### config.mk
export PLATFORM = sky130hd
export DESIGN_NAME = gan_layer_sched
export DESIGN_NICKNAME = d
export VERILOG_FILES = /design/src/rtl/gan_pkg.sv /design/src/rtl/gan_layer_rom.sv /design/src/rtl/gan_layer_sched.sv
export SDC_FILE = /design/constraint.sdc
export NUM_CORES = 1
export LEC_CHECK = 0
export ABC_CLOCK_PERIOD_IN_PS = 5530
export CAP_MARGIN = 30
export CELL_PAD_IN_SITES_DETAIL_PLACEMENT = 2
export CELL_PAD_IN_SITES_GLOBAL_PLACEMENT = 2
export CORE_MARGIN = 1
export CORE_UTILIZATION = 34
export DETAILED_ROUTE_END_ITERATION = 8
export PLACE_DENSITY = 0.82
export SLEW_MARGIN = 20
export SYNTH_ARGS = -nofsm -noshare
export SYNTH_HDL_FRONTEND = slang
export SYNTH_SLANG_ARGS = --single-unit
### constraint.sdc
create_clock -name clk -period 5.53 [get_ports clk]
set_input_delay 0.8295 -clock clk [delete_from_list [all_inputs] [get_ports clk]]
set_output_delay 0.8295 -clock clk [all_outputs]
set_load 0.1 [all_outputs]
### src/rtl/gan_pkg.sv
// gan_pkg: shared constants for the GAN layer scheduler.
//   state_e       scheduler FSM states
//   FANIN/FANOUT  per-layer fan-in / fan-out of the fixed 8-layer topology
//   WBASE/BBASE   per-layer base addresses into weight / bias memories
// Tables are packed with layer 0 in the least-significant element.
package gan_pkg;

  typedef enum logic [1:0] {
    S_IDLE = 2'd0,
    S_BIAS = 2'd1,
    S_MAC  = 2'd2,
    S_WB   = 2'd3
  } state_e;

  localparam int NUM_LAYERS = 8;
  localparam int WB_W       = 6;   // native weight-base width (54 entries)
  localparam int BB_W       = 5;   // native bias-base width (19 entries)

  //                                      L7     L6     L5     L4     L3     L2     L1     L0
  localparam logic [7:0][2:0]      FANIN  = {3'd4,  3'd2,  3'd1,  3'd1,  3'd1,  3'd2,  3'd4,  3'd4};
  localparam logic [7:0][2:0]      FANOUT = {3'd4,  3'd4,  3'd2,  3'd1,  3'd1,  3'd1,  3'd2,  3'd4};
  localparam logic [7:0][WB_W-1:0] WBASE  = {6'd38, 6'd30, 6'd28, 6'd27, 6'd26, 6'd24, 6'd16, 6'd0};
  localparam logic [7:0][BB_W-1:0] BBASE  = {5'd15, 5'd11, 5'd9,  5'd8,  5'd7,  5'd6,  5'd4,  5'd0};

endpackage

### src/rtl/gan_layer_rom.sv
// gan_layer_rom: combinational layer-index lookup.
//   layer_i    in   current layer 0..7
//   fan_in_o   out  inputs per neuron in this layer (1..4)
//   fan_out_o  out  neurons in this layer (1..4)
//   wbase_o    out  first weight address of this layer
//   bbase_o    out  first bias address of this layer
module gan_layer_rom
  import gan_pkg::*;
(
  input  logic [2:0]      layer_i,
  output logic [2:0]      fan_in_o,
  output logic [2:0]      fan_out_o,
  output logic [WB_W-1:0] wbase_o,
  output logic [BB_W-1:0] bbase_o
);

  assign fan_in_o  = FANIN[layer_i];
  assign fan_out_o = FANOUT[layer_i];
  assign wbase_o   = WBASE[layer_i];
  assign bbase_o   = BBASE[layer_i];

endmodule

### src/rtl/gan_layer_sched.sv
// gan_layer_sched: sequences one 8-layer inference pass of a tiny GAN MLP.
// Each neuron costs BIAS (load bias), fan_in x MAC, then WB (write result).
//   clk, rst_n             clock, async active-low reset
//   start                  request a pass (ignored while busy)
//   stall                  optional freeze input, present only when
//                          GAN_SCHED_STALL_EN is defined
//   busy / done            pass in progress / one-cycle completion pulse
//   layer                  current layer 0..7
//   w_addr / b_addr        weight / bias memory addresses
//   act_rd_idx/act_wr_idx  source input i / destination neuron n
//   act_bank               source activation bank (layer[0])
//   acc_ld/mac_en/act_we   BIAS / MAC / WB strobes
module gan_layer_sched
  import gan_pkg::*;
#(
  parameter int W_AW = 6,
  parameter int B_AW = 5
) (
  input  logic            clk,
  input  logic            rst_n,
  input  logic            start,
`ifdef GAN_SCHED_STALL_EN
  input  logic            stall,
`endif
  output logic            busy,
  output logic            done,
  output logic [2:0]      layer,
  output logic [W_AW-1:0] w_addr,
  output logic [B_AW-1:0] b_addr,
  output logic [1:0]      act_rd_idx,
  output logic [1:0]      act_wr_idx,
  output logic            act_bank,
  output logic            acc_ld,
  output logic            mac_en,
  output logic            act_we
);

  logic stall_w;
`ifdef GAN_SCHED_STALL_EN
  assign stall_w = stall;
`else
  assign stall_w = 1'b0;
`endif

  state_e     state_q;
  logic [2:0] layer_q;
  logic [1:0] n_q;      // neuron within layer
  logic [1:0] i_q;      // input within neuron
  logic       done_q;   // pending done; held across stall cycles

  logic [2:0]      fan_in, fan_out;
  logic [WB_W-1:0] wbase, w_off, wsum;
  logic [BB_W-1:0] bbase, bsum;

  gan_layer_rom u_rom (
    .layer_i   (layer_q),
    .fan_in_o  (fan_in),
    .fan_out_o (fan_out),
    .wbase_o   (wbase),
    .bbase_o   (bbase)
  );

  logic last_i, last_n, last_l;
  assign last_i = ({1'b0, i_q} == fan_in  - 3'd1);
  assign last_n = ({1'b0, n_q} == fan_out - 3'd1);
  assign last_l = (layer_q == 3'(NUM_LAYERS - 1));

  always_ff @(posedge clk or negedge rst_n) begin
    if (!rst_n) begin
      state_q <= S_IDLE;
      layer_q <= '0;
      n_q     <= '0;
      i_q     <= '0;
      done_q  <= 1'b0;
    end else if (!stall_w) begin
      done_q <= 1'b0;
      unique case (state_q)
        S_IDLE: if (start) state_q <= S_BIAS;
        S_BIAS: begin
          i_q     <= '0;
          state_q <= S_MAC;
        end
        S_MAC: begin
          if (last_i) state_q <= S_WB;
          else        i_q     <= i_q + 2'd1;
        end
        S_WB: begin
          i_q <= '0;
          if (!last_n) begin
            n_q     <= n_q + 2'd1;
            state_q <= S_BIAS;
          end else begin
            n_q <= '0;
            if (last_l) begin
              // Counters return to 0 so IDLE shows reset-value addresses.
              layer_q <= '0;
              done_q  <= 1'b1;
              state_q <= S_IDLE;
            end else begin
              layer_q <= layer_q + 3'd1;
              state_q <= S_BIAS;
            end
          end
        end
        default: state_q <= S_IDLE;
      endcase
    end
  end

  // Addresses are pure functions of the counters, so they hold during stall.
  assign w_off = WB_W'(n_q) * WB_W'(fan_in) + WB_W'(i_q);
  assign wsum  = wbase + w_off;
  assign bsum  = bbase + BB_W'(n_q);

  assign busy       = (state_q != S_IDLE);
  assign done       = done_q & ~stall_w;
  assign layer      = layer_q;
  assign w_addr     = W_AW'(wsum);
  assign b_addr     = B_AW'(bsum);
  assign act_rd_idx = i_q;
  assign act_wr_idx = n_q;
  assign act_bank   = layer_q[0];
  assign acc_ld     = (state_q == S_BIAS) & ~stall_w;
  assign mac_en     = (state_q == S_MAC)  & ~stall_w;
  assign act_we     = (state_q == S_WB)   & ~stall_w;

endmodule

==> impl_summary.txt, run 1 <==
----------------------------------------------------
[Final layout]
  Antenna diode count ... 0
  Layout net count ... 198
  Post-Route Utilization ... 45.05%
  Layout filler cell count ... 413
  Share of cells above drive strength 1 ... 12.88%
  Area grow syn2layout ... 26.96%

[Floorplanning]
  Vertical die dimension ... 64.04 µm
  Initial standard-cell utilization of the core ... 35.48%
  Top-level I/O count ... 27
  Core outline area ... 3689 µm²
  Cell row count ... 22
  Die Span X ... 64.04 µm
  Floorplan die area ... 4101 µm²

[Timing]
  Worst clock skew ... 0.003589 ns
  Worst-Margin Slew ... 0.9789 ns
  Hold violation count in the final report ... 0
  Post-Route Setup TNS ... 0 ns
  Final Max Slew Viols ... 0
  Shortest period the worst path allows ... 5.113 ns
  Worst-case hold slack ... 0.5978 ns
  Setup violations, final ... 0
  Headroom to the max-slew limit ... 34.53%
  Portion of the clock cycle consumed by the worst path in the final layout ... 92.46%
  Max Clock Freq ... 195.6 MHz
  RSZ-0062 raised after global routing ... no

[Placed design]
  Total half-perimeter wirelength after legalization and detailed placement ... 2.961 mm
  Final GP Congestion ... 0.7597
  Port bufs ... 26

[Critical path]
  Max stage delay cell, worst path ... sky130_fd_sc_hd__dfrtp_1
  Buffers plus inverters on the worst setup path ... 2
  Arrival time at the worst endpoint ... 4.28 ns
  CP required ... 4.70 ns
  Critical path cell sequence ... ha_1 > nand2b_1 > o21ai_2 > nand2_1 > fa_1 > inv_1 > fa_1 > ha_1 > fa_1 > a21o_1 > a21oi_1 > xnor2_2 > buf_12
  Startpoint Class ... flop
  Maximum cell stage delay along the critical path ... 0.69 ns
  Worst setup path class ... flop to primary output
  Critical path peak fanout ... 14
  Cell family contributing the most delay on the critical path ... adder cells
  Cell type with the highest occurrence count on the critical path ... sky130_fd_sc_hd__fa_1
  Kind of end point of the critical path ... primary output

[Hold path]
  Min-delay worst type ... flop to flop

[Global route]
  Global-route congestion overflow total ... 0
  Maximum number of pins on one net before global-route repair ... 19
  Number of antenna violations at the first check in global routing ... 0
  Via count of the first global-routing pass ... 1,205
  Gr usage total ... 20.00%
  Wire length of the first global-routing pass ... 6.113 mm

[Clock network]
  Clock slew at reported path FFs ... 0.05 ns
  Clock Root Buffer ... sky130_fd_sc_hd__clkbuf_8
  Clock latency of the later-clocked register in the worst-skew pair ... 0.24 ns
  Maximum clock path buffer count ... 2
  CTS HTree Levels ... 1
  Cts-stage hold buffer count ... 0
  Cts bufs inserted ... 3
  Count of clock tree sinks ... 10
  Postcts setup bufs ... 0
  Count of instances resized after the clock tree is built ... 0
  TritonCTS clock tree ... built

[Synthesis]
  Post-synth top flop ... sky130_fd_sc_hd__dfrtp_1
  Flops & latches, synth ... 10
  Average instance area after synthesis ... 9.484 µm²
  Synthesized area ... 1309 µm²
  Post-synth EDFFs ... 0
  Post-synthesis cell type count ... 36
  Number of nets in the synthesized netlist ... 172
  Syn. warnings ... 0
  Sequential area share after synthesis ... 19.12%
  Number of instances in the synthesized netlist ... 138
  Share of async-settable or async-resettable flops after synthesis ... 100.0%

[Detailed routing]
  Final routed wirelength across all metal layers ... 3.660 mm
  Remaining routing DRC violations ... 0
  Antenna-violating nets left ... 0
  Vias/cell ... 5.085
  Routed length per instance ... 17.35 µm
  DRT Pass-1 Iters ... 4
  Number of DRC violations after detailed-routing iteration 0 ... 30
  Routed vias ... 1,073

[Job]
  Count of max-cap constraint violations ... 0

[Power and ir drop]
  Post-layout total power ... 0.0001708 W
  Pwr/cell area ... 102.8 nW/µm²
  Maximum ir drop on the vdd rail ... 0.1097 mV
  P_leak ... 0.7987 nW

[Run status]
  Outcome ... finished, final reports clean

----------------------------------------------------
## cells in the final DEF (no fill, tap or decap), drive strengths merged, types with 6 or more instances in the layout
cell	Yosys	final
nor2	8	8
dfrtp	10	10
inv	20	20
nand2	9	9
xnor2	8	8
ha	26	26
a21oi	6	6
o21ai	6	6
clkdlybuf4s50	0	21
## cells by family (layout without fill, tap and decap cells)
| logic type | Yosys count | count (layout) | synth area share (%) |
|---|---|---|---|
| AND/OR/NAND/NOR | 29 | 29 | 10.61 |
| adder cells (fa/ha/maj) | 31 | 31 | 32.50 |
| buffers and inverters | 25 | 50 | 9.177 |
| AO/OA/AOI/OAI | 23 | 23 | 13.10 |
| flip-flops | 10 | 10 | 19.12 |
| XOR/XNOR | 12 | 12 | 8.031 |
| multiplexers | 8 | 8 | 7.457 |
## through the flow
| stage | cells | setup WS (ns) | instance area, µm² |
|---|---|---|---|
| after detailed placement | 207 | 0.6852 | 1607 |
| after global placement | 207 | 0.9436 | 1607 |
| after global routing | 211 | 0.1797 | 1662 |
| after CTS | 211 | 0.4114 | 1662 |
| final | 211 | 0.4170 | 1662 |
| after floorplan | 138 | 0.3244 | 1331 |
## final timing paths
kind | start | end | slack (ns) | depth (start not counted)
min | act_rd_idx[1] | act_rd_idx[1] | 0.60 | 1
max reg2reg | layer[1] | state_q[1] | 2.54 | 10
max in group asynchronous | rst_n | state_q[0] | 4.28 | 1
min in group asynchronous | rst_n | layer[1] | 0.92 | 1
max | layer[1] | w_addr[5] | 0.42 | 13
min reg2reg | act_rd_idx[1] | act_rd_idx[1] | 0.60 | 1
## power breakdown
part,internal (W),switching (W)
sequential,0.0000733,0
combinational,0.00000133,0.00000156
clock,0.0000628,0.0000317
total,0.000137,0.0000333
## synth_stat cells, types with 2 or more instances
master	instances	area share [%]
sky130_fd_sc_hd__fa_1	5	7.6
sky130_fd_sc_hd__mux2_4	3	3.4
sky130_fd_sc_hd__ha_1	26	25
sky130_fd_sc_hd__mux2i_1	3	2.3
sky130_fd_sc_hd__a21oi_1	5	1.9
sky130_fd_sc_hd__and2_1	3	1.4
sky130_fd_sc_hd__nand2_1	9	2.6
sky130_fd_sc_hd__nor2_1	8	2.3
sky130_fd_sc_hd__xor2_1	4	2.7
sky130_fd_sc_hd__o21ai_0	5	1.9
sky130_fd_sc_hd__xnor2_1	8	5.4
sky130_fd_sc_hd__buf_6	3	2.6
sky130_fd_sc_hd__inv_1	19	5.4
sky130_fd_sc_hd__dfrtp_1	10	19
sky130_fd_sc_hd__a21o_1	2	1.1
sky130_fd_sc_hd__nand2b_1	4	1.9
sky130_fd_sc_hd__mux2_1	2	1.7
## flip-flops by register name, indices dropped and copies added, names as in the netlist
signal and count:
done 1, state_q 2, layer 3, act_wr_idx 2, act_rd_idx 2
## final cells by class
class | instances | area, µm² | share of cell area (%)
Sequential cell | 10 | 250.2 | 15.06
Inverter | 20 | 75.07 | 4.518
Clock buffer | 4 | 55.05 | 3.313
Timing Repair Buffer | 26 | 260.3 | 15.66
Multi-Input combinational cell | 103 | 960.9 | 57.83
Tap cell | 48 | 60.06 | 3.614
## metal layers
| metal | vias to the layer above | track usage, % | routed length (µm) |
|---|---|---|---|
| met3 | 6 | 4.286 | 113 |
| met2 | 24 | 37.63 | 1957 |
| met4 | 0 | 4.830 | 58 |
| li1 | 503 | - | - |
| met1 | 540 | 22.55 | 1531 |
| met5 | - | 0 | 0 |
(Power assumes the default switching activity.)
==> inputs of run 2 (changes only) <==
- ABC_AREA: unset -> 1
- CORE_UTILIZATION: 34 -> 32
- PLACE_DENSITY: 0.82 -> 0.83
==> run 2 against run 1 <==
First-iteration DRC count fell by 6.7%. Core utilization decreased by 1.4 points. Critical path type unchanged. Largest cell class unchanged. Design area is 0.30% lower. Sequential share of layout area is essentially flat. Clock skew down 0.0012 ns.
==> impl_summary.txt, run 2 <==
----------------------------------------------------
[Final layout]
  Max FFs per register ... 3 (unchanged)
  Post-Route Utilization ... 43.61% (-1.4 points)
  Area grow syn2layout ... 26.34%
  Commonest cells after routing, fill and taps aside ... sky130_fd_sc_hd__nand2_1 (34), sky130_fd_sc_hd__inv_1 (26), sky130_fd_sc_hd__ha_1 (26)
  Antenna diode count ... 0 (unchanged)
  Leading cell type in the layout, fill and taps excluded ... sky130_fd_sc_hd__nand2_1
  Share of cells above drive strength 1 ... 14.51% (+1.6 points)
  Layout net count ... 229 (+16%)
  Post-Layout Inst Area ... 1657 µm² (-0.30%)
  Layout filler cell count ... 454 (+9.9%)

[Floorplanning]
  Top-level I/O count ... 27 (unchanged)
  Floorplan die area ... 4358 µm² (+6.3%)
  Core outline area ... 3799 µm² (+3.0%)
  Vertical die dimension ... 66.02 µm (+3.1%)
  Initial standard-cell utilization of the core ... 34.52% (-0.96 points)
  Die Span X ... 66.02 µm (+3.1%)
  Cell row count ... 22 (unchanged)

[Timing]
  RSZ-0062 raised after global routing ... no
  Worst-case hold slack ... 0.5603 ns (-0.03757 ns)
  Headroom to the max-slew limit ... 33.24% (-1.3 points)
  Post-Route Setup TNS ... 0 ns (unchanged)
  Worst-Margin Slew ... 0.9982 ns (+0.01929 ns)
  Max Clock Freq ... 219.6 MHz (+12%)
  Worst clock skew ... 0.002373 ns (-0.001217 ns)
  Setup violations, final ... 0 (unchanged)
  Hold violation count in the final report ... 0 (unchanged)
  Shortest period the worst path allows ... 4.553 ns (-0.5600 ns)
  Final Max Slew Viols ... 0 (unchanged)
  Portion of the clock cycle consumed by the worst path in the final layout ... 82.33% (-10 points)

[Synthesis]
  Post-synth EDFFs ... 0 (unchanged)
  Post-synth top flop ... sky130_fd_sc_hd__dfrtp_1
  Area share of the largest cell type after synthesis ... 24.81% (-0.047 points)
  Number of nets in the synthesized netlist ... 200 (+16%)
  Top post-synthesis cells by count ... sky130_fd_sc_hd__nand2_1 (34), sky130_fd_sc_hd__ha_1 (26), sky130_fd_sc_hd__inv_1 (26)
  Post-synthesis cell type count ... 29 (-19%)
  Flops & latches, synth ... 10 (unchanged)
  Biggest area consumer among synthesized cells ... sky130_fd_sc_hd__ha_1
  Average instance area after synthesis ... 7.899 µm² (-17%)
  Syn. warnings ... 0 (unchanged)
  Synthesized area ... 1311 µm² (+0.19%)
  Synth top area cells ... sky130_fd_sc_hd__ha_1 (25%), sky130_fd_sc_hd__dfrtp_1 (19%), sky130_fd_sc_hd__nand2_1 (9.7%)
  Sequential area share after synthesis ... 19.08% (-0.036 points)
  Number of instances in the synthesized netlist ... 166 (+20%)
  Top-count cell post-synth ... sky130_fd_sc_hd__nand2_1
  Share of async-settable or async-resettable flops after synthesis ... 100.0% (unchanged)

[Detailed routing]
  Remaining routing DRC violations ... 0 (unchanged)
  Highest routed metal layer ... met4
  M1 WL ... 1.730 mm (+13%)
  Met2 Routed Length ... 2.006 mm (+2.5%)
  Vias/cell ... 4.963 (-2.4%)
  Routed vias ... 1,196 (+11%)
  Final routed wirelength across all metal layers ... 3.862 mm (+5.5%)
  Number of DRC violations after detailed-routing iteration 0 ... 28 (-6.7%)
  Antenna-violating nets left ... 0 (unchanged)
  Routed length per instance ... 16.02 µm (-7.6%)
  DRT Pass-1 Iters ... 3 (-1)
  Wire length on met3 ... 67 µm (-41%)

[Global route]
  Number of antenna violations at the first check in global routing ... 0 (unchanged)
  Gr usage total ... 20.84% (+0.84 points)
  Global-route congestion overflow total ... 0 (unchanged)
  Via count of the first global-routing pass ... 1,356 (+13%)
  Maximum number of pins on one net before global-route repair ... 11 (-8)
  Wire length of the first global-routing pass ... 6.720 mm (+9.9%)

[Critical path]
  Beginning of the worst register-to-register path ... layer[1]
  Worst-case reg-to-reg path depth ... 16 (+6)
  Critical R2R Capture ... state_q[0]
  R2R setup slack ... 3.17 ns (+0.63 ns)
  Critical path peak fanout ... 9 (-5)
  Kind of end point of the critical path ... primary output
  Worst setup path class ... flop to primary output
  CP required ... 4.70 ns (about the same)
  Startpoint Class ... flop
  Arrival time at the worst endpoint ... 3.72 ns (-0.56 ns)

[Placed design]
  Total half-perimeter wirelength after legalization and detailed placement ... 3.193 mm (+7.8%)
  Instance area after placement ... 1615 µm² (+0.55%)
  Port bufs ... 26 (unchanged)
  Final GP Congestion ... 0.8016 (+5.5%)

[Clock network]
  Clock latency of the later-clocked register in the worst-skew pair ... 0.24 ns (about the same)
  TritonCTS clock tree ... built
  Count of instances resized after the clock tree is built ... 0 (unchanged)
  Postcts setup bufs ... 0 (unchanged)
  Clock Root Buffer ... sky130_fd_sc_hd__clkbuf_8
  Maximum clock path buffer count ... 2 (unchanged)
  Count of clock tree sinks ... 10 (unchanged)
  Clock slew at reported path FFs ... 0.05 ns (about the same)
  CTS HTree Levels ... 1 (unchanged)
  Cts-stage hold buffer count ... 0 (unchanged)
  Cts bufs inserted ... 3 (unchanged)

[Run status]
  Outcome ... finished, final reports clean

[Hold path]
  Min-delay worst type ... flop to flop
  Depth of the worst hold-timing path ... 2 (+1)
  Launch instance of the worst min-delay path ... state_q[1]
  Min-Delay Endpoint ... state_q[1]

[Job]
  Count of max-cap constraint violations ... 0 (unchanged)

----------------------------------------------------
## run 2: area by class of cell
class | instances | area [µm²] | share of cell area, %
inverter | 29 | 117.6 | 7.100
tap | 48 | 60.06 | 3.625
sequential | 10 | 250.2 | 15.11
multi-input combinational | 125 | 939.7 | 56.72
clock buffer | 3 | 41.29 | 2.492
timing repair buffer | 26 | 247.7 | 14.95
## run 2: layer usage
| metal | vias up | global-route usage [%] |
|---|---|---|
| met5 | - | 0 |
| met4 | 0 | 5.585 |
| met3 | 7 | 3.276 |
| met2 | 14 | 36.99 |
| met1 | 589 | 25.87 |
| li1 | 586 | - |
## run 2: worst max-delay path, cell delays in order (launching register included)
cell and delay (ns):
sky130_fd_sc_hd__dfrtp_1 0.55, sky130_fd_sc_hd__ha_1 0.27, sky130_fd_sc_hd__inv_1 0.12, sky130_fd_sc_hd__nand2_4 0.10
sky130_fd_sc_hd__nand3_1 0.10, sky130_fd_sc_hd__fa_1 0.52, sky130_fd_sc_hd__inv_1 0.05, sky130_fd_sc_hd__fa_1 0.47
sky130_fd_sc_hd__ha_1 0.24, sky130_fd_sc_hd__fa_1 0.42, sky130_fd_sc_hd__nand3_1 0.11, sky130_fd_sc_hd__nand2_1 0.09
sky130_fd_sc_hd__xnor2_2 0.12, sky130_fd_sc_hd__buf_4 0.30
## run 2: kinds of logic after synthesis
family	after synthesis	synth area share, %
AND/OR/NAND/NOR	71	25.67
buffers and inverters	31	10.40
adder cells (fa/ha/maj)	31	32.44
AO/OA/AOI/OAI	16	7.730
flip-flops	10	19.08
XOR/XNOR	7	4.676
## run 2: through the flow
stage | std cells | worst slack [ns]
after CTS | 241 | 0.9525
final | 241 | 0.9770
after global routing | 241 | 0.7416
after detailed placement | 238 | 1.222
after floorplan | 166 | 0.1362
after global placement | 238 | 1.366
## run 2: worst max-delay path by stage
stage,endpoint,start
3_3_place_gp,w_addr[5],layer[1]
4_1_cts,w_addr[5],layer[1]
3_5_place_dp,w_addr[5],layer[1]
2_1_floorplan,w_addr[4],layer[1]
6_report,w_addr[5],layer[1]
5_1_grt,w_addr[5],layer[1]
Power of run 2 is left out: the tool's default activity adds up to more than one toggle a clock period on the data nets, which glitch-free logic cannot reach.
==> inputs of run 3 (changes only) <==
- ABC_CLOCK_PERIOD_IN_PS: 5530 -> 3750
- CORE_UTILIZATION: 32 -> 27
- PLACE_DENSITY: 0.83 -> 0.74
- clock period: 5.53 -> 3.75 ns (I/O delays scaled with it)
==> run 3 against run 2 <==
Clock skew grew 0.0027 ns. Register-to-register slack lost 1.9 ns. Design area grew 18%. Sequential cell count is the same. Wire length grew 15%. Final cell count grew 6.6%. Hold slack lost 0.025 ns. Highest routed layer unchanged.
==> impl_summary.txt, run 3 (synthesis results as in run 2) <==
----------------------------------------------------
[Run status]
  Outcome ... finished, final reports clean

[Detailed routing]
  Number of DRC violations after detailed-routing iteration 0 ... 9 (-68%)
  DRT Pass-1 Iters ... 4 (+1)
  Remaining routing DRC violations ... 0 (unchanged)
  Vias/cell ... 4.852 (-2.2%)
  Antenna-violating nets left ... 0 (unchanged)
  Routed vias ... 1,247 (+4.3%)
  Final routed wirelength across all metal layers ... 4.460 mm (+15%)
  Routed length per instance ... 17.35 µm (+8.3%)

[Clock network]
  Clock slew at reported path FFs ... 0.06 ns (about the same)
  Count of clock tree sinks ... 10 (unchanged)
  Maximum clock path buffer count ... 2 (unchanged)
  CTS HTree Levels ... 1 (unchanged)
  Clock Root Buffer ... sky130_fd_sc_hd__clkbuf_8
  Cts bufs inserted ... 3 (unchanged)
  Cts-stage hold buffer count ... 0 (unchanged)
  Clock latency of the later-clocked register in the worst-skew pair ... 0.24 ns (about the same)
  TritonCTS clock tree ... built

[Job]
  Count of max-cap constraint violations ... 0 (unchanged)

[Timing]
  RSZ-0062 raised after global routing ... yes
  Shortest period the worst path allows ... 3.742 ns
  Worst-Margin Slew ... 0.9973 ns (-0.0008774 ns)
  Hold violation count in the final report ... 0 (unchanged)
  Worst clock skew ... 0.005098 ns (+0.002725 ns)
  Headroom to the max-slew limit ... 33.30% (+0.059 points)
  Final Max Slew Viols ... 0 (unchanged)
  Max Clock Freq ... 267.2 MHz
  Setup violations, final ... 0 (unchanged)
  Portion of the clock cycle consumed by the worst path in the final layout ... 99.80%

[Global route]
  Number of antenna violations at the first check in global routing ... 0 (unchanged)
  Wire length of the first global-routing pass ... 7.389 mm (+10%)
  Global-route congestion overflow total ... 0 (unchanged)
  Maximum number of pins on one net before global-route repair ... 11 (unchanged)
  Gr usage total ... 18.81% (-2.0 points)
  Via count of the first global-routing pass ... 1,453 (+7.2%)

[Hold path]
  Depth of the worst hold-timing path ... 2 (unchanged)
  Launch instance of the worst min-delay path ... state_q[1]
  Min-Delay Endpoint ... state_q[1]
  Min-delay worst type ... flop to flop

[Floorplanning]
  Initial standard-cell utilization of the core ... 29.11% (-5.4 points)
  Core outline area ... 4504 µm² (+19%)
  Vertical die dimension ... 71.69 µm (+8.6%)
  Cell row count ... 24 (+9.1%)
  Die Span X ... 71.69 µm (+8.6%)
  Floorplan die area ... 5139 µm² (+18%)
  Top-level I/O count ... 27 (unchanged)

[Final layout]
  Layout filler cell count ... 518 (+14%)
  Leading cell type in the layout, fill and taps excluded ... sky130_fd_sc_hd__nand2_1
  Area grow syn2layout ... 48.66%
  Number of non-filler instances in the completed layout ... 257 (+6.6%)
  Layout net count ... 240 (+4.8%)
  Antenna diode count ... 0 (unchanged)
  Commonest cells after routing, fill and taps aside ... sky130_fd_sc_hd__nand2_1 (32), sky130_fd_sc_hd__inv_1 (23), sky130_fd_sc_hd__ha_1 (21)
  Max FFs per register ... 3 (unchanged)
  Share of cells above drive strength 1 ... 33.17% (+19 points)
  Flip-flop and latch area ... 265.3 µm² (+6.0%)
  Post-Route Utilization ... 43.28% (-0.33 points)
  Area of the multi-input gates ... 1062 µm² (+13%)

[Critical path]
  Startpoint Class ... flop
  Worst-case reg-to-reg path depth ... 16 (unchanged)
  Max stage delay cell, worst path ... sky130_fd_sc_hd__fa_1
  Kind of end point of the critical path ... primary output
  Critical path cell sequence ... ha_4 > inv_4 > nand2_4 > nand3_2 > fa_1 > inv_2 > fa_1 > ha_2 > fa_2 > nand3_2 > nand2_4 > xnor2_4 > buf_12
  R2R setup slack ... 1.30 ns (-1.87 ns)
  Cell family contributing the most delay on the critical path ... adder cells
  Arrival time at the worst endpoint ... 3.18 ns (-0.54 ns)
  Worst setup path class ... flop to primary output
  Critical path peak fanout ... 4 (-5)
  Critical R2R Capture ... layer[0]
  CP required ... 3.19 ns (-1.51 ns)
  Maximum cell stage delay along the critical path ... 0.50 ns (-0.05 ns)
  Buffers plus inverters on the worst setup path ... 3 (unchanged)
  Beginning of the worst register-to-register path ... layer[1]

[Placed design]
  Total half-perimeter wirelength after legalization and detailed placement ... 3.368 mm (+5.5%)
  Final GP Congestion ... 0.7424 (-7.4%)
  Number of cells after detailed placement ... 243 (+2.1%)
  Port bufs ... 26 (unchanged)

----------------------------------------------------
run 3: cell types whose count changed in the layout (fill, tap and decap cells not counted), sizes merged:
| cell | before | now |
|---|---|---|
| buf | 5 | 23 |
| clkdlybuf4s50 | 21 | 14 |
| clkbuf | 3 | 4 |
run 3: what timing repair did:
| item | CTS | global route |
|---|---|---|
| setup buffers | 6 | 4 |
| pin swaps | 4 | 2 |
| gates resized for setup | 4 | 6 |
| hold endpoints to repair | 0 | 0 |
| setup endpoints to repair | 3 | 3 |
run 3: layer usage:
metal	track usage, %	vias up	part of all wire (%)
li1	-	601	-
met1	21.70	625	41
met2	36.79	17	57
met3	1.828	4	1.1
met4	4.575	0	0.81
met5	0	-	0
run 3: worst max path at each step:
stage,start,end,slack (ns),cells past startpoint
after global placement,layer[0],w_addr[5],0.18,12
final,layer[1],w_addr[5],0.008,13
after global routing,layer[0],w_addr[5],-0.09,12
after CTS,layer[1],w_addr[5],0.0001,13
after floorplan,layer[0],w_addr[5],-0.24,11
after detailed placement,layer[0],w_addr[5],0.06,12
run 3: stage by stage:
stage          setup slack (ns)  hold WS, ns  TNS, ns  area [µm²]
6_report               0.007665       0.5351        0        1949
5_1_grt                -0.09053       0.5727  -0.1272        1949
4_1_cts               0.0001203       0.5410        0        1887
3_5_place_dp            0.06400       0.5263        0        1765
3_3_place_gp             0.1754       0.5139        0        1765
2_1_floorplan           -0.2432       0.2669  -0.4696        1419
run 3: cell type report:
class / count / area share [%]
tap: 52 / 3.338
clock buffer: 4 / 2.824
timing repair buffer: 37 / 19.45
inverter: 29 / 6.290
sequential: 10 / 13.61
multi-input combinational: 125 / 54.49
run 3: worst min-delay path: stages (launching register included):
cell                      delay (ns)
sky130_fd_sc_hd__dfrtp_1        0.39
sky130_fd_sc_hd__nand2_1        0.07
sky130_fd_sc_hd__nand2_1        0.05
Power of run 3 is left out for the same reason.
==> RTL change: new RTL, settings of run 3 <==
Re-encode `state_e` (4 states) as one-hot, 4 bits wide.
--- a/src/rtl/gan_pkg.sv
+++ b/src/rtl/gan_pkg.sv
@@ -5,11 +5,11 @@
 // Tables are packed with layer 0 in the least-significant element.
 package gan_pkg;
 
-  typedef enum logic [1:0] {
-    S_IDLE = 2'd0,
-    S_BIAS = 2'd1,
-    S_MAC  = 2'd2,
-    S_WB   = 2'd3
+  typedef enum logic [3:0] {
+    S_IDLE = 4'b0001,
+    S_BIAS = 4'b0010,
+    S_MAC  = 4'b0100,
+    S_WB   = 4'b1000
   } state_e;
 
   localparam int NUM_LAYERS = 8;
Check against the original RTL: no difference found for any inputs over 10 cycles, from zero or initial values and one cycle with rst_n low; not proved beyond that.
==> RTL change against run 3 <==
Maximum frequency shrank 2.9%. Cell area increased by 4.9%. Synthesized cell count up 4.8%. Via count shrank 0.48%. The flow now finishes with violations (setup timing). Global-route usage down 2.5 points. Area after synthesis rose by 9.7%. Routed wire length is 8.6% lower. Critical endpoint unchanged. Sequential cell count rose by 2. Die area increased by 9.4%. Largest cell class unchanged. Setup slack worse by 110 ps. Register-to-register slack improved by 70 ps.
Power is left out: it rests on default switching activity, and per cell area and clock period it moved more than threefold.
==> RTL change: results (changes against run 3) <==
- Number of nets in the layout: 237 (was 240)
- Max-slew headroom at the worst pin: 34.93% (was 33.30%)
- Wire length on met1: 1.769 mm (was 1.849 mm)
- Overall Global Routing Usage: 16.34% (was 18.81%)
- Maximum number of pins on one net before global-route repair: 13 (was 11)
- GPL Wtd Cong: 0.8827 (was 0.7424)
- Worst hold start: act_rd_idx[1] (was state_q[1])
- Met3 Routed Length: 106 um (was 48 um)
- Met1 track demand over resource in global routing: 19.77% (was 21.70%)
- Global Route met2 Usage: 30.53% (was 36.79%)
- Final setup margin: -105.2 ps (was 7.665 ps)
- GRT met3 Usage: 2.945% (was 1.828%)
- Cell types with the highest counts after synthesis: inv_1 (30), nand2_1 (29), ha_1 (20), dfrtp_1 (11), nand2_2 (11) (was nand2_1 (34), ha_1 (26), inv_1 (26), nand3_1 (15), dfrtp_1 (10))
- Routed wire length: 4.078 mm (was 4.460 mm)
- Final clock skew: 5.336 ps (was 5.098 ps)
- Sequential cell area fraction in the yosys report: 20.96% (was 19.08%)
- Number of placed cells counting well taps: 270 (was 243)
- Total negative slack: -166.3 ps (was 0 ps)
- Dpl cell area: 1949 um^2 (was 1765 um^2)
- Detailed-router iteration count before antenna repair: 3 (was 4)
- Post-detailed-route wirelength per cell: 14.67 um (was 17.35 um)
- Flip-flop count of the largest register, all copies and words added: 4 (was 3)
- Outcome: complete, but fails checks (was completed)
- Largest fanout on the critical path: 7 (was 4)
- Count of routing violations after the opening detailed-route iteration: 28 (was 9)
- Syn_nets: 202 (was 200)
- Fill count: 590 (was 518)
- Total half-perimeter wirelength after legalization and detailed placement: 3.478 mm (was 3.368 mm)
- Capturing point of the worst reg2reg path: state_q[0] (was layer[0])
- Yosys cell types: 36 (was 29)
- Vias: 1241 (was 1247)
- Length of routed met2 wiring: 2.176 mm (was 2.527 mm)
- Post-Syn Area per Cell: 8.269 um^2 (was 7.899 um^2)
- Setup violation total in the final timing report: 2 (was 0)
- Register-to-register setup slack: 1370 ps (was 1300 ps)
- Violated checks: setup timing
RTL change: critical path, stage by stage, from the launching register on:
cell     delay [ps]
dfrtp_4         550
ha_4            200
inv_4            60
nand2_4          50
nand3_2          50
fa_1            430
fa_1            480
inv_1            70
ha_2            180
inv_2            40
fa_2            360
o21ai_4         190
xor2_4          180
buf_12          190
RTL change: cells by family after synthesis:
| family | synth area share, % |
|---|---|
| and+or+nand+nor | 30.18 |
| DFF | 20.96 |
| xor gates and xnor gates | 4.870 |
| buffers and inverters | 11.65 |
| AOI/OAI and AO/OA | 8.000 |
| adders and majority gates | 24.35 |
RTL change: how the worst max path moves through the flow:
stage              from         to  slack [ps]
5_1_grt        layer[1]  w_addr[5]        -250
6_report       layer[1]  w_addr[5]        -110
3_5_place_dp   layer[1]  w_addr[5]          40
4_1_cts        layer[1]  w_addr[5]        -160
3_3_place_gp   layer[1]  w_addr[5]         120
2_1_floorplan  layer[1]  w_addr[5]        -360
RTL change: repair_timing:
action,4_1_cts,5_1_grt
endpoints found under the hold margin,0,0
pin swaps,5,2
buffers inserted,4,0
resized for setup,6,0
endpoints found under the setup margin,4,4
RTL change: layout make-up:
cell class	instances	area [um^2]	share of cell area (%)
Clock buffer	4	45.04	2.203
Timing Repair Buffer	32	347.8	17.01
Tap cell	70	87.58	4.284
Multi-Input combinational cell	123	1090	53.31
Sequential cell	12	316.6	15.48
Inverter	37	157.7	7.711
RTL change: metrics by stage:
step	worst slack, ps	utilization [%]	hold WS [ps]
4_1_cts	-157.9	40.03	597.0
2_1_floorplan	-362.7	-	266.9
6_report	-105.2	40.03	590.7
5_1_grt	-251.3	40.03	651.0
3_3_place_gp	115.3	38.17	568.7
3_5_place_dp	39.98	38.17	585.4
